**config.mk**
```make
export PLATFORM = sky130hd
export DESIGN_NAME = ins_fetch_queue
export DESIGN_NICKNAME = d
export VERILOG_FILES = /design/src/rtl/ins_fetch_queue.sv
export SDC_FILE = /design/constraint.sdc
export NUM_CORES = 2
export LEC_CHECK = 0
export CAP_MARGIN = 30
export CORE_UTILIZATION = 67
export CTS_BUF_LIST = sky130_fd_sc_hd__clkbuf_4 sky130_fd_sc_hd__clkbuf_8 sky130_fd_sc_hd__clkbuf_16
export DETAILED_ROUTE_END_ITERATION = 10
export GPL_ROUTABILITY_DRIVEN = 0
export PLACE_DENSITY = 0.86
export SLEW_MARGIN = 15
export SYNTH_ARGS = -nofsm -noshare
export SYNTH_HDL_FRONTEND = slang
export SYNTH_SLANG_ARGS = --single-unit
```
**constraint.sdc**
```tcl
create_clock -name clk -period 103.4 [get_ports clk]
set_input_delay 20.68 -clock clk [delete_from_list [all_inputs] [get_ports clk]]
set_output_delay 20.68 -clock clk [all_outputs]
set_load 0.05 [all_outputs]
```
**src/rtl/ins_fetch_queue.sv**
```systemverilog
// Instruction fetch queue: owns the fetch PC, issues one fetch at a time, statically
// decodes control flow (BHT-predicted branches) and buffers entries for dispatch.
module ins_fetch_queue #(
  parameter int DEPTH = 16,
  parameter int PTR_W = 4
) (
  input  logic             clk,
  input  logic             rst,
  input  logic             rdy,
  input  logic             Clear_flag,
  input  logic             ROB_to_insqueue_needchange,
  input  logic [31:0]      pc_,
  output logic             fetch_req,
  output logic [31:0]      fetch_pc,
  input  logic             fetch_done,
  input  logic [31:0]      fetch_inst,
  output logic [11:0]      bht_id,
  input  logic             bht_taken,
  output logic             deq_valid,
  output logic [31:0]      deq_pc,
  output logic [31:0]      deq_inst,
  output logic             deq_isjump,
  output logic [31:0]      deq_jumppc,
  input  logic             deq_ready,
  output logic [PTR_W:0]   count
);

  typedef enum logic [1:0] {IDLE = 2'd0, BUSY = 2'd1, DROP = 2'd2} fsm_e;

  localparam logic [PTR_W:0] FULL      = (PTR_W+1)'(DEPTH);
  localparam logic [6:0]     OP_JAL    = 7'b1101111;
  localparam logic [6:0]     OP_BRANCH = 7'b1100011;

  fsm_e             state_q, state_d;
  logic             fetch_req_d;
  logic [31:0]      fetch_pc_d;
  logic [31:0]      pc_q, pc_d;
  logic [PTR_W-1:0] head_q, head_d, tail_q, tail_d;
  logic [PTR_W:0]   count_d, count_after_deq;
  logic             enq, deq;

  logic [31:0] mem_pc     [DEPTH];
  logic [31:0] mem_inst   [DEPTH];
  logic        mem_isjump [DEPTH];
  logic [31:0] mem_jumppc [DEPTH];

  logic [31:0] imm_j, imm_b, dec_jumppc, dec_next;
  logic        dec_isjump;

  assign bht_id = fetch_inst[11:0];

  // JALR and every other opcode fall through: not predicted, next PC is pc+4.
  always_comb begin
    imm_j      = {{12{fetch_inst[31]}}, fetch_inst[19:12], fetch_inst[20],
                  fetch_inst[30:21], 1'b0};
    imm_b      = {{20{fetch_inst[31]}}, fetch_inst[7], fetch_inst[30:25],
                  fetch_inst[11:8], 1'b0};
    dec_isjump = 1'b0;
    dec_jumppc = '0;
    dec_next   = fetch_pc + 32'd4;
    case (fetch_inst[6:0])
      OP_JAL: begin
        dec_isjump = 1'b1;
        dec_jumppc = fetch_pc + imm_j;
        dec_next   = dec_jumppc;
      end
      OP_BRANCH: begin
        dec_isjump = bht_taken;
        dec_jumppc = fetch_pc + imm_b;
        if (bht_taken) dec_next = dec_jumppc;
      end
      default: ;
    endcase
  end

  // Handshake: the head transfers on a cycle with rdy && deq_valid && deq_ready;
  // fetch_req stays high until the one-cycle fetch_done pulse retires it.
  always_comb begin
    state_d         = state_q;
    fetch_req_d     = fetch_req;
    fetch_pc_d      = fetch_pc;
    pc_d            = pc_q;
    head_d          = head_q;
    tail_d          = tail_q;
    enq             = 1'b0;
    deq             = deq_ready && deq_valid && !Clear_flag;
    count_after_deq = count - {{PTR_W{1'b0}}, deq};
    case (state_q)
      IDLE: begin
        if (!Clear_flag && (count_after_deq < FULL)) begin
          state_d     = BUSY;
          fetch_req_d = 1'b1;
          fetch_pc_d  = pc_q;
        end
      end
      BUSY: begin
        if (fetch_done) begin
          state_d     = IDLE;
          fetch_req_d = 1'b0;
          if (!Clear_flag) begin
            enq  = 1'b1;
            pc_d = dec_next;
          end
        end else if (Clear_flag) begin
          state_d = DROP;
        end
      end
      DROP: begin
        if (fetch_done) begin
          state_d     = IDLE;
          fetch_req_d = 1'b0;
        end
      end
      default: state_d = IDLE;
    endcase
    if (deq) head_d = head_q + PTR_W'(1);
    if (enq) tail_d = tail_q + PTR_W'(1);
    count_d = count_after_deq + {{PTR_W{1'b0}}, enq};
    // A flush wipes the queue and overrides any dequeue or enqueue this cycle.
    if (Clear_flag) begin
      head_d  = '0;
      tail_d  = '0;
      count_d = '0;
      if (ROB_to_insqueue_needchange) pc_d = pc_;
    end
  end

  always_ff @(posedge clk or posedge rst) begin
    if (rst) begin
      state_q   <= IDLE;
      fetch_req <= 1'b0;
      fetch_pc  <= '0;
      pc_q      <= '0;
      head_q    <= '0;
      tail_q    <= '0;
      count     <= '0;
    end else if (rdy) begin
      state_q   <= state_d;
      fetch_req <= fetch_req_d;
      fetch_pc  <= fetch_pc_d;
      pc_q      <= pc_d;
      head_q    <= head_d;
      tail_q    <= tail_d;
      count     <= count_d;
    end
  end

  always_ff @(posedge clk or posedge rst) begin
    if (rst) begin
      for (int i = 0; i < DEPTH; i++) begin
        mem_pc[i]     <= '0;
        mem_inst[i]   <= '0;
        mem_isjump[i] <= 1'b0;
        mem_jumppc[i] <= '0;
      end
    end else if (rdy && enq) begin
      mem_pc[tail_q]     <= fetch_pc;
      mem_inst[tail_q]   <= fetch_inst;
      mem_isjump[tail_q] <= dec_isjump;
      mem_jumppc[tail_q] <= dec_jumppc;
    end
  end

  assign deq_valid  = (count != '0);
  assign deq_pc     = mem_pc[head_q];
  assign deq_inst   = mem_inst[head_q];
  assign deq_isjump = mem_isjump[head_q];
  assign deq_jumppc = mem_jumppc[head_q];

endmodule

```
# Word-level counts from Yosys, hierarchy flattened
# Index checks and enable logic that the tools add are counted.
dict set report classes {
  mux 45
  n_addsub 7
  n_bitwise 2
  n_eq_ne 8
  n_lt_le_gt_ge 4
  n_reduce_logical 17
}
# op count
set op_table {}
lappend op_table {{$bwmux 512} 3}
lappend op_table {{$mux 32} 13}
lappend op_table {{$bmux 32 s4} 3}
lappend op_table {{$demux 32 s4} 1}
lappend op_table {{$pmux 32 s2} 2}
lappend op_table {{$add 32x32->32} 2}
lappend op_table {{$add 32x3->32 const B} 1}
lappend op_table {{$bwmux 16} 1}
lappend op_table {{$mux 4} 4}
lappend op_table {{$eq 7x7->1 const B} 2}
lappend op_table {{$ge 5x5->1 const B} 2}
lappend op_table {{$not 4->5} 2}
lappend op_table {{$add 4x1->4 const B} 2}
lappend op_table {{$mux 1} 8}
lappend op_table {{$mux 2} 4}
lappend op_table {{$reduce_and 4->1} 2}
lappend op_table {{$pmux 2 s3} 1}
lappend op_table {{$reduce_bool 2->1} 3}
lappend op_table {{$add 5x1->5} 1}
lappend op_table {{$logic_and 1x1->1} 5}
lappend op_table {{$lt 5x1->1 const B} 1}
lappend op_table {{$lt 5x5->1 const B} 1}
lappend op_table {{$mux 5} 1}
lappend op_table {{$reduce_bool 5->1} 1}
lappend op_table {{other kinds (14)} 17}
dict set report word_totals {
  regBits 1632
}

# Depth between registers and ports, before layout
dict set report logic_depth {
  ltp_word 8
  depth_mapped 16
  depth_no_buf 15
}

# Least setup slack after synthesis
# No wires, ideal clock.
dict set report synth_path {
  path_kind {input -> output}
  startpoint {input port fetch_inst[0]}
  endpoint {output port bht_id[0]}
  path_slack_ns 61.870
  cell_stages 1
  required_ns 82.720
  arrival_ns 20.850
  n_path_buf 1
  path_cell_list {buf_4}
}
# element line
set synth_lines {}
lappend synth_lines {{start, declared} 16} ;# input logic [31:0] fetch_inst,
lappend synth_lines {{end, declared} 17} ;# output logic [11:0] bht_id,
# No word-level cell between the ends.

# Final worst setup path
dict set report layout_path {
  startpoint {input port fetch_inst[3]}
  endpoint {output port bht_id[3]}
}
# No word-level cell between the ends.

==> impl_results.md <==
* Layout area overhead at 12.3%
* Met3 WL at 41000 um
* Clock skew at 0.0237 ns
* Mapped Cells at 7683
* Fin. Hold Viols at 0
* Sequential element share of the synthesized area at 53.0%
* Wirelength per Cell at 28.4 um
* Worst-Skew Late Latency at 0.82 ns
* Final wirelength at 261000 um
* Syn Nets at 7814
* Share of layout cells above drive strength 1 at 14.6%
* CTS Hold Bufs at 0
* Most frequent cell after synthesis: nand2_1
* RSZ-0062 raised after global routing: false
* Hold_ws at 0.471 ns
* Setup Buffers After CTS at 0
* Crit path capture type: output pin
* Initial antenna violation count at 15
* Max_slew headroom at 25.2%
* Fin crit share at 42.1%
* Boundary Pins at 220
* Root Buffer: clkbuf_16
* Synth top area share at 53.0%
* VDD IR max at 0.0000268 V
* Slowest stage cell, crit path: clkdlybuf4s50_1
* CORE AREA at 0.114 sq mm
* Asr flop ratio synth at 100%
* WP data required at 82.72 ns
* Top cells by area, synth: dfrtp_1 (53%), nand2_1 (16%), mux4_2 (14%)
* CTS Buf Count at 161
* Nets@finish at 7695
* Kind of critical path: in -> out
* Max incr delay on CP at 1.16 ns
* Synth Area per Inst at 10.0 sq um
* Max-slew violation count at 0
* EDFF count, synth at 0
* Worst path arrival time at 22.81 ns
* WP buf/inv at 2
* Most used DFF post-synth: dfrtp_1
* Delay-heaviest family, CP: buffers and inverters
* Port Buffers at 219
* Max Freq at 23.0 MHz
* Max Root-Sink Buffers at 3
* Post-route minimum period at 43.49 ns
* Pin count of the biggest net entering global routing at 195
* Vias per cell at 7.01
* Hold Crit Class: reg -> reg
* Die Area at 0.116 sq mm
* First-pass DRT Iterations at 10
* Vias in the first global route at 66.4k
* Synth warn at 0
* Top post-synthesis cells by count: nand2_1 (3383), dfrtp_1 (1632), mux4_2 (485), o21ai_0 (480), clkbuf_1 (477)
* Status: finished, final reports clean
* Starting Density at 67.4%
* P per Cell Area at 24.4 mW/mm^2
* Yosys cell types at 98
* Final setup viols at 0
* Final ANT Viol Nets at 0
* WL met1 at 79900 um
* H-tree levels at 4
* Cell mode on critical path: clkdlybuf4s50_1
* Crit Path Max Fanout at 21
* Post-route setup TNS at 0 ns
* Max-cap violations at 0
* Type of origin of the critical path: primary input
* Met2 WL at 115000 um
* Overall routing resource usage at 45.1%
* Vias at 64.6k
* Height of the die at 341 um
* Post-CTS Resized at 0
* CTS tree: done
* Critical R2R Launch: fetch_pc[2]
* Synthesized flop and latch total at 1632
* Placed wire-length estimate at 142000 um
* Core Rows at 124
* Post-route DRC at 0
* Worst Tran Pin Value at 1.12 ns
* Post-Syn Area at 0.0770 sq mm
* First DRT Iteration DRCs at 10.5k
* Critical path origin: fetch_inst[3]
* Worst hold start: mem_inst[17]
* Clk slew on worst S/H paths at 0.06 ns
* Leak pwr at 41.8 nW
* Overflow after GRT at 0
* Global-route wire length before repair at 391000 um
* DR top layer: met5
* CP Cell Sequence: clkdlybuf4s50_1 -> clkdlybuf4s50_1
* Die Wd at 341 um
* Yosys top cell by area: dfrtp_1
* Clk sinks at 1632
-- logic make-up after synthesis --
group                    after synthesis  share of synthesized area [%]
AO/OA/AOI/OAI                        942                           7.35
XOR/XNOR                              62                          0.705
flip-flops                          1632                           53.0
multiplexers                         587                           15.7
buffers and inverters                709                           3.76
AND/OR/NAND/NOR                     3692                           18.5
adder cells (fa/ha/maj)               59                          0.978
-- power breakdown --
part | switching (mW) | leakage [nW] | internal, mW
Combinational | 0.452 | 16.4 | 0.249
Sequential | 0.0609 | 22.4 | 0.704
Clock | 0.261 | 2.91 | 0.380
-- cell usage in the layout (no fill, tap or decap), types with 17 or more instances in the layout --
| cell | netlist | layout |
|---|---|---|
| clkdlybuf4s50_1 | 0 | 216 |
| ha_1 | 57 | 57 |
| dfrtp_1 | 1632 | 1628 |
| o21ai_1 | 61 | 61 |
| nand2_1 | 3383 | 3367 |
| inv_1 | 32 | 31 |
| mux4_2 | 485 | 485 |
| nand3_1 | 31 | 31 |
| buf_4 | 17 | 119 |
| nand4_1 | 20 | 20 |
| a21o_1 | 26 | 26 |
| clkinv_2 | 0 | 18 |
| mux2_1 | 30 | 30 |
| o22ai_1 | 29 | 29 |
| a31oi_1 | 26 | 26 |
| a21oi_1 | 128 | 127 |
| xnor2_1 | 34 | 34 |
| clkbuf_8 | 0 | 45 |
| buf_16 | 0 | 30 |
| nor2_1 | 139 | 138 |
| clkbuf_4 | 0 | 35 |
| xor2_1 | 28 | 28 |
| a21oi_2 | 16 | 17 |
| clkbuf_16 | 0 | 166 |
| nor3_1 | 29 | 28 |
| bufinv_16 | 0 | 17 |
| o21ai_0 | 480 | 480 |
| mux2_2 | 66 | 66 |
-- path summary, 6_finish.rpt --
path                                   end  slack, ns  cells past startpoint
hold reg to reg               mem_inst[17]       0.47                      2
max in group asynchronous    mem_inst[158]      78.96                      9
setup / recovery                 bht_id[3]      59.91                      2
setup reg to reg           mem_jumppc[351]      98.29                     10
min in group asynchronous  mem_jumppc[495]      20.28                      2
hold / removal                mem_inst[17]       0.47                      2
-- stage by stage --
stage / total power, mW / cell area [sq um] / setup WS [ns] / std cells / utilization, %
after floorplan: 1.23 / 77000 / 36.67 / 7683 / -
after global placement: 1.41 / 79500 / 60.06 / 8859 / 69.6
after detailed placement: 1.43 / 79900 / 60.02 / 8878 / 70.0
after CTS: 2.07 / 85700 / 60.00 / 9173 / 75.1
after global routing: 2.16 / 86400 / 59.94 / 9210 / 75.7
final: 2.11 / 86400 / 59.91 / 9214 / 75.7
-- layout make-up --
type	instances	area [sq um]
inverters	36	143
clock inverters	49	772
well taps	1512	1890
flip-flops and latches	1632	40900
diodes	6	15.0
repair buffers	391	4280
multi-input cells	5342	33500
clock buffers	246	5040
fillers	6542	27700
-- registers in the layout, summed over array words and instances (netlist names), 4 cells and up --
| signal | flops |
|---|---|
| mem_inst | 512 |
| mem_pc | 512 |
| fetch_pc | 32 |
| head_q | 4 |
| count | 5 |
| mem_isjump | 16 |
| pc_q | 32 |
| mem_jumppc | 512 |
| tail_q | 4 |
-- worst reg2reg max path, stage by stage, from the launching register on --
cell and delay [ns]:
dfrtp_1 0.96, inv_1 0.63, fa_1 0.61, nand2b_1 0.21, a21oi_1 0.32, o21ai_2 0.15
o21ai_1 0.44, a41oi_1 0.27, mux2i_1 0.20, nand2b_1 0.64, mux2_2 0.54
-- layer usage --
metal	up-vias	track usage (%)
li1	25400	-
met2	5872	66.7
met3	1959	15.8
met4	29	36.0
met1	31300	54.2
met5	-	0.940
Note: power is estimated with default switching activity, not from simulation.
